[config.mk]
export PLATFORM = sky130hd
export DESIGN_NAME = mem_access
export DESIGN_NICKNAME = d
export VERILOG_FILES = /design/src/rtl/mem_access_pkg.sv /design/src/rtl/mem_load_ext.sv /design/src/rtl/mem_access.sv
export SDC_FILE = /design/constraint.sdc
export NUM_CORES = 1
export LEC_CHECK = 0
export ABC_AREA = 1
export CAP_MARGIN = 20
export CORE_UTILIZATION = 39
export CTS_BUF_LIST = sky130_fd_sc_hd__clkbuf_8
export DETAILED_ROUTE_END_ITERATION = 6
export GPL_TIMING_DRIVEN = 0
export PLACE_DENSITY = 0.88
export SETUP_SLACK_MARGIN = 0.15
export SYNTH_ARGS = -nofsm -noshare
export SYNTH_HDL_FRONTEND = slang
export SYNTH_SLANG_ARGS = --single-unit
[constraint.sdc]
create_clock -name clk -period 2.1 [get_ports clk]
set_clock_uncertainty 0.1 [all_clocks]
set_input_delay 0.42 -clock clk [delete_from_list [all_inputs] [get_ports clk]]
set_output_delay 0.42 -clock clk [all_outputs]
set_load 0.05 [all_outputs]
[src/rtl/mem_access_pkg.sv]
// ---------------------------------------------------------------------------
// mem_access_pkg
// Shared definitions for the MEM stage: bus widths, MEM_* opcodes on the
// AluOpBus, the NOP register address, the MEM-stage FSM state encoding and
// small opcode-decode helpers used by mem_access and mem_load_ext.
// ---------------------------------------------------------------------------
package mem_access_pkg;

  typedef logic [7:0]  AluOpBus;
  typedef logic [31:0] RegBus;
  typedef logic [7:0]  MemBus;
  typedef logic [4:0]  RegAddr;

  localparam RegAddr NOPRegAddr = 5'd0;

  // Memory opcodes; any other AluOpBus value is a non-memory operation.
  localparam AluOpBus MEM_NOP = 8'h00;
  localparam AluOpBus MEM_LB  = 8'h20;
  localparam AluOpBus MEM_LH  = 8'h21;
  localparam AluOpBus MEM_LW  = 8'h22;
  localparam AluOpBus MEM_LBU = 8'h23;
  localparam AluOpBus MEM_LHU = 8'h24;
  localparam AluOpBus MEM_SB  = 8'h28;
  localparam AluOpBus MEM_SH  = 8'h29;
  localparam AluOpBus MEM_SW  = 8'h2A;

  typedef enum logic [1:0] {
    ST_IDLE   = 2'd0,
    ST_ACCESS = 2'd1,
    ST_DONE   = 2'd2
  } MemState;

  function automatic logic isLoadOp(input AluOpBus op);
    case (op)
      MEM_LB, MEM_LH, MEM_LW, MEM_LBU, MEM_LHU: isLoadOp = 1'b1;
      default:                                  isLoadOp = 1'b0;
    endcase
  endfunction

  function automatic logic isStoreOp(input AluOpBus op);
    case (op)
      MEM_SB, MEM_SH, MEM_SW: isStoreOp = 1'b1;
      default:                isStoreOp = 1'b0;
    endcase
  endfunction

  // Index of the final byte of the transfer (n-1 for n = 1/2/4).
  function automatic logic [1:0] lastByteIdx(input AluOpBus op);
    case (op)
      MEM_LH, MEM_LHU, MEM_SH: lastByteIdx = 2'd1;
      MEM_LW, MEM_SW:          lastByteIdx = 2'd3;
      default:                 lastByteIdx = 2'd0;
    endcase
  endfunction

  function automatic logic isMisaligned(input AluOpBus op, input logic [1:0] addrLo);
    case (op)
      MEM_LH, MEM_LHU, MEM_SH: isMisaligned = addrLo[0];
      MEM_LW, MEM_SW:          isMisaligned = |addrLo;
      default:                 isMisaligned = 1'b0;
    endcase
  endfunction

endpackage

[src/rtl/mem_load_ext.sv]
// ---------------------------------------------------------------------------
// mem_load_ext
// Combinational load-result formatter: picks the bytes a load actually
// fetched out of the 32-bit load buffer and sign- or zero-extends them.
// Bytes above the load width are masked so stale buffer contents from an
// earlier access never leak into the result.
// Ports:
//   i_aluop  - memory opcode of the load
//   i_buf    - load buffer, byte 0 = lowest address
//   o_result - extended 32-bit load result
// ---------------------------------------------------------------------------
module mem_load_ext
  import mem_access_pkg::*;
(
  input  AluOpBus     i_aluop,
  input  logic [31:0] i_buf,
  output logic [31:0] o_result
);

  always_comb begin
    o_result = 32'd0;
    case (i_aluop)
      MEM_LB:  o_result = {{24{i_buf[7]}}, i_buf[7:0]};
      MEM_LBU: o_result = {24'd0, i_buf[7:0]};
      MEM_LH:  o_result = {{16{i_buf[15]}}, i_buf[15:0]};
      MEM_LHU: o_result = {16'd0, i_buf[15:0]};
      MEM_LW:  o_result = i_buf;
      default: o_result = 32'd0;
    endcase
  end

endmodule

[src/rtl/mem_access.sv]
// ---------------------------------------------------------------------------
// mem_access
// MEM pipeline stage driving a byte-wide memory port. Loads and stores of
// 1/2/4 bytes are split into sequential little-endian byte transfers while
// the stage stalls everything upstream; non-memory ops pass straight through.
// Optional build macro: MEM_MISALIGN_TRAP_EN - when defined, misaligned
// halfword/word accesses are refused in IDLE with a one-cycle misalign flag;
// when undefined misalign is tied low and misaligned accesses run bytewise.
// Ports:
//   clk, rst                      - clock, synchronous active-high reset
//   mem_wd/mem_wreg/mem_wdata     - destination/write-enable/data (store data)
//   mem_mem_addr, mem_aluop       - effective address and opcode
//   stall_req                     - stall EX/MEM and upstream
//   wb_wd/wb_wreg/wb_wdata        - toward the MEM/WB register
//   mc_req/mc_we/mc_addr/mc_dout  - byte memory request
//   mc_ack/mc_din                 - one-cycle acknowledge with read byte
//   misalign                      - misaligned-access flag
// ---------------------------------------------------------------------------
module mem_access
  import mem_access_pkg::*;
(
  input  logic        clk,
  input  logic        rst,
  input  logic [4:0]  mem_wd,
  input  logic        mem_wreg,
  input  logic [31:0] mem_wdata,
  input  logic [31:0] mem_mem_addr,
  input  AluOpBus     mem_aluop,
  output logic        stall_req,
  output logic [4:0]  wb_wd,
  output logic        wb_wreg,
  output logic [31:0] wb_wdata,
  output logic        mc_req,
  output logic        mc_we,
  output logic [31:0] mc_addr,
  output logic [7:0]  mc_dout,
  input  logic        mc_ack,
  input  logic [7:0]  mc_din,
  output logic        misalign
);

  MemState     r_state;
  logic [1:0]  r_cnt;
  logic [31:0] r_loadBuf;

  logic        w_isLoad;
  logic        w_isStore;
  logic        w_isMem;
  logic        w_misalign;
  logic [1:0]  w_lastIdx;
  logic [4:0]  w_byteShift;
  logic [31:0] w_loadResult;

  assign w_isLoad    = isLoadOp(mem_aluop);
  assign w_isStore   = isStoreOp(mem_aluop);
  assign w_isMem     = w_isLoad | w_isStore;
  assign w_lastIdx   = lastByteIdx(mem_aluop);
  assign w_byteShift = {r_cnt, 3'b000};

`ifdef MEM_MISALIGN_TRAP_EN
  assign w_misalign = w_isMem & isMisaligned(mem_aluop, mem_mem_addr[1:0]);
`else
  assign w_misalign = 1'b0;
`endif

  mem_load_ext u_loadExt (
    .i_aluop  (mem_aluop),
    .i_buf    (r_loadBuf),
    .o_result (w_loadResult)
  );

  // State, byte counter and load buffer. The opcode and address are held
  // by the upstream stall for the whole access, so they are read live.
  always_ff @(posedge clk) begin
    if (rst) begin
      r_state   <= ST_IDLE;
      r_cnt     <= 2'd0;
      r_loadBuf <= 32'd0;
    end else begin
      case (r_state)
        ST_IDLE: begin
          if (w_isMem && !w_misalign) begin
            r_state <= ST_ACCESS;
            r_cnt   <= 2'd0;
          end
        end
        ST_ACCESS: begin
          if (mc_ack) begin
            if (w_isLoad) begin
              r_loadBuf[w_byteShift +: 8] <= mc_din;
            end
            if (r_cnt == w_lastIdx) begin
              r_state <= ST_DONE;
            end else begin
              r_cnt <= r_cnt + 2'd1;
            end
          end
        end
        ST_DONE: begin
          r_state <= ST_IDLE;
        end
        default: begin
          r_state <= ST_IDLE;
        end
      endcase
    end
  end

  // Outputs are forced to zero while reset is held. The IDLE pass-through
  // is combinational so non-memory ops see no extra latency.
  always_comb begin
    stall_req = 1'b0;
    wb_wd     = NOPRegAddr;
    wb_wreg   = 1'b0;
    wb_wdata  = 32'd0;
    mc_req    = 1'b0;
    mc_we     = 1'b0;
    mc_addr   = 32'd0;
    mc_dout   = 8'd0;
    misalign  = 1'b0;
    if (!rst) begin
      case (r_state)
        ST_IDLE: begin
          if (!w_isMem) begin
            wb_wd    = mem_wd;
            wb_wreg  = mem_wreg;
            wb_wdata = mem_wdata;
          end else if (w_misalign) begin
            misalign = 1'b1;
          end else begin
            stall_req = 1'b1;
          end
        end
        ST_ACCESS: begin
          stall_req = 1'b1;
          mc_req    = 1'b1;
          mc_we     = w_isStore;
          mc_addr   = mem_mem_addr + {30'd0, r_cnt};
          mc_dout   = mem_wdata[w_byteShift +: 8];
        end
        ST_DONE: begin
          if (w_isLoad) begin
            wb_wd    = mem_wd;
            wb_wreg  = mem_wreg;
            wb_wdata = w_loadResult;
          end
        end
        default: begin
          stall_req = 1'b0;
        end
      endcase
    end
  end

endmodule

==> results of run 1 <==
[cell families after synthesis]
group / Yosys count / synth area share, %
xor gates and xnor gates: 7 / 1.62
buffers and inverters: 96 / 10.8
adders and majority gates: 8 / 2.84
AOI/OAI and AO/OA: 159 / 21.9
and+or+nand+nor: 387 / 43.8
DFF: 36 / 19.1
other: 1 / 0.0991
[through the flow]
step | setup WS, ps | hold slack [ps] | TNS (ps) | util [%]
4_1_cts | -862 | 364 | -42240 | 79.9
3_5_place_dp | -1920 | 353 | -138060 | 73.5
3_3_place_gp | -1860 | 353 | -132680 | 73.5
2_1_floorplan | -559 | 337 | -14180 | -
[routing by layer]
layer	track usage [%]	overflow
met1	86.2	6
met2	144	868
met3	61.9	3
met4	123	240
met5	6.67	0
[repair_timing]
action	CTS
endpoints found under the setup margin	117
gates cloned	4
pin swaps	28
resized for setup	560
setup buffers	27
==> metrics, run 1 <==
HPWL after DPL=approximately 13000 µm; chip height=approximately 100 µm; Seq/Total Area, Yosys=a little under a fifth; port buffer count=approximately 170; Starting Density=between 40 and 50%; GP Congestion=just over 1; gr ovfl total=around 1.1k; Synth Flop Type=dfxtp_1; Crit. endpoint post-GRT repair=mc_addr[26]; CTS Sinks=36; Num CTS Buffers=5; Syn Inst Count=694; last stage reached=global routing (5_1_grt); Placed Cells=between 900 and 1k; top cells by area, synth=dfxtp_1 19%, nand2_1 15%, a21oi_1 13%; most common cell in the synthesized netlist=nand2_1; top cell type by total area after synthesis=dfxtp_1; Clock Root Buffer=clkbuf_8; top-area cell type share of the netlist area=a little under a fifth; synthesized flop and latch total=36; Synth Net Count=between 700 and 800; IO Count=about 170; clock tree buffer depth=2; Post-CTS Hold Buffers=0; Post-DP Area=about 7000 µm²; status=stopped before the end; Yosys cell types=33; Mean Syn Cell Area=5.45 µm²; row cnt=35; Post-synth top cells=155 x nand2_1, 129 x nor2_1, 100 x a21oi_1; GR Util All Layers=between 90% and 100%; number of flops mapped to enable cells by yosys=0; Error=[ERROR GRT-0232] Routing congestion too high. Check the congestion heatmap in the GUI.; largest net degree at the start of global routing=13; mapped cell area=~3800 µm²; Synthesis Warnings=0; Worst EP kind=output port; ys async rst share=0%; htree depth=2; Die W=about 100 µm
==> run 2, diff against run 1 <==
Settings changed: CORE_UTILIZATION 39 to 35, CTS_BUF_LIST sky130_fd_sc_hd__clkbuf_8 to default, PLACE_DENSITY 0.88 to default, PLACE_DENSITY_LB_ADDON from default to 0.15, SETUP_SLACK_MARGIN 0.15 to default.
Clock period 2.1 ns to 2.7 ns, I/O delays scaled along.
==> run 2 against run 1 <==
Synthesized cell count unchanged. Area after synthesis unchanged. The flow now finishes, with violations (setup timing).
==> metrics, run 2 <==
status=finished, violations left; failing checks=setup timing; clock tree buffer depth=2 (unchanged); Post-Synth Simple-Gate Area=43.8% (unchanged); htree depth=2 (unchanged); Die Area=between 10000 and 15000 µm²; Most flops, register=r_loadBuf; Die W=106 µm (+5.4%); Logic pwr share=a little under three quarters; Largest register FFs=32; top-area cell type share of the netlist area=19.1% (unchanged); port buffer count=169 (unchanged); sw frac=~53%; mapped cell area=3780 µm² (unchanged); Final Hold Fails=0; Tmin final=around 3000 ps; xor and xnor area share after synthesis=1.62% (unchanged); clock power share=12.1%; Seq/Total Area, Yosys=19.1% (unchanged); Startpoint Class=register; leading cell type in the layout, fill and taps excluded=nand2_1; sequential power share=16.7%; via count=approximately 6.0k; CTS Sinks=36 (unchanged); Synth Area in Compound Gates=21.9% (unchanged); area share of fa/ha/maj cells after synthesis=2.84% (unchanged); pwr dens=450 nW/µm²; Leak=approximately 3 nW; net switching power=around 1.8 mW; CP Data Required Time=between 2000 and 2500 ps; max-slew violations=0; IO Count=171 (unchanged); # fillers=a little over 800; Synthesis Warnings=0 (unchanged); Storage cell area=between 700 and 800 µm²; Area Overhead vs Synth=102%; Starting Density=36.3% (-4.2 points); Finished Layout Cells=1059; largest net degree at the start of global routing=13; WS Path Type=reg -> out; VDD IR max=308 µV; Clock Root Buffer=clkbuf_8; worst rel slew slack=between 60% and 70%; fmax=around 330 MHz; Post-CTS Hold Buffers=0 (unchanged); # setup viols final=slightly below 60; routed length per instance=18.8 µm; share of cells above drive strength 1=46.2%; antenna violations before repair=1; Worst Tran Pin Value=594 ps; Period Utilization, post-route=112%; DR vias/cell=about 5.7; DRT antenna net count=0; HPWL after DPL=13200 µm (-0.42%); Syn Inst Count=694 (unchanged); Design Power=roughly 3.4 mW; max-cap viol count=0; drt pass-1 iters=7; post-synthesis mux area share=0% (unchanged); commonest non-fill, non-tap cells in the layout=103 x nand2_1, 82 x buf_6, 69 x nor2_1, 55 x clkdlybuf4s50_1, 47 x a21oi_1; GR Util All Layers=around a third; internal power=about 1.6 mW; first-pass GRT wire length=around 28000 µm; Post-route DRC=0; Data arrival, critical path=around 2400 ps; Iter 0 DRT Violations=428; RSZ-0062 raised after global routing=true; area of the multi-input gates=roughly 3900 µm²; top cells by area, synth=dfxtp_1 19%, nand2_1 15%, a21oi_1 13%; R2R setup slack=roughly 210 ps; Mean Syn Cell Area=5.45 µm² (unchanged); Placed Cells=999 (+0.71%); Post-synth top cells=155 x nand2_1, 129 x nor2_1, 100 x a21oi_1; number of flops mapped to enable cells by yosys=0 (unchanged); gr ovfl total=0; GP Congestion=0.965 (-5.3%); chip height=106 µm (+5.4%); worst skew pair latency=approximately 290 ps; row cnt=37 (+5.7%); synthesized flop and latch total=36 (unchanged); Yosys cell types=33 (unchanged); vias in the first global route=~5.6k; Final nets=1018; core area=10400 µm²; final setup margin=-323 ps; Crit Path Max Fanout=4; Synth Net Count=791 (unchanged); min-delay worst type=reg -> reg; top cell type by total area after synthesis=dfxtp_1; combinational family with the most area after synthesis=simple AND/OR/NAND/NOR gates; Reg clk slew, reported paths=about 80 ps; ys async rst share=0% (unchanged); Num CTS Buffers=5 (unchanged); Largest regs=r_loadBuf x32, r_cnt x2, r_state x2; most common cell in the synthesized netlist=nand2_1; WL final=about 20000 µm; Synth Flop Type=dfxtp_1; CP Capture Type=output port; CTS tree=yes
run 2: cell counts after synthesis:
No cell type changed its count.
run 2: logic make-up after synthesis:
family                     count (synthesis)
AOI/OAI and AO/OA                        159
adders and majority gates                  8
DFF                                       36
other                                      1
and+or+nand+nor                          387
buffers and inverters                     96
xor gates and xnor gates                   7
run 2: area by class of cell:
cell class	instances	area share, %
Clock inverter	1	0.0981
Multi-Input combinational cell	563	51.1
Buffer	31	3.33
Antenna cell	1	0.0327
Timing Repair Buffer	221	29.3
Sequential cell	36	9.51
Clock buffer	7	1.13
Inverter	63	3.27
Tap cell	136	2.22
run 2: timing repair:
action / in CTS / in global routing
pin swaps: 53 / 62
endpoints found under the hold margin: 0 / 0
resized for setup: 753 / 194
endpoints found under the setup margin: 107 / 87
cloned: 4 / 2
setup buffers: 33 / 15
run 2: stage by stage:
step | cell area, µm² | util, % | hold WS [ps] | setup WS (ps) | TNS [ps]
2_1_floorplan | 4080 | - | 337 | -338 | -826
3_3_place_gp | 5940 | 57.0 | 353 | -1480 | -85960
3_5_place_dp | 5940 | 57.0 | 353 | -1470 | -89180
4_1_cts | 6860 | 65.9 | 367 | -357 | -2440
5_1_grt | 7650 | 73.5 | 384 | -423 | -11830
6_report | 7650 | 73.5 | 376 | -323 | -7420
run 2: metal layers:
metal,global-route usage (%),part of all wire (%),up-vias
met5,0,0,-
met4,12.6,3.7,0
met3,5.58,9.1,62
met2,51.4,47,386
met1,41.2,40,2814
li1,-,-,2754
run 2: power by group through the flow:
stage | clock network, mW | registers, mW | logic (mW)
6_report | 0.416 | 0.575 | 2.46
3_5_place_dp | 0 | 0.577 | 1.89
3_3_place_gp | 0 | 0.576 | 1.87
5_1_grt | 0.440 | 0.577 | 2.57
2_1_floorplan | 0 | 0.572 | 1.25
4_1_cts | 0.406 | 0.572 | 2.08
run 2: path summary, 6_finish.rpt:
check                                    from             to  depth (start not counted)
worst min-delay path            r_loadBuf[21]  r_loadBuf[21]                          2
worst min register to register  r_loadBuf[21]  r_loadBuf[21]                          2
worst max register to register       r_cnt[0]  r_loadBuf[30]                         10
worst max-delay path                 r_cnt[0]    mc_addr[24]                         13
run 2: critical path: stages (launching register included):
cell	delay [ps]
dfxtp_4	380
ha_4	140
fa_2	200
nand4_1	160
buf_4	200
inv_2	50
nand3_2	90
nor2_2	110
nand2_1	80
inv_2	70
nand4_1	180
o21ai_2	240
a21oi_4	40
buf_6	150
Note: power is estimated with default switching activity, not from simulation.
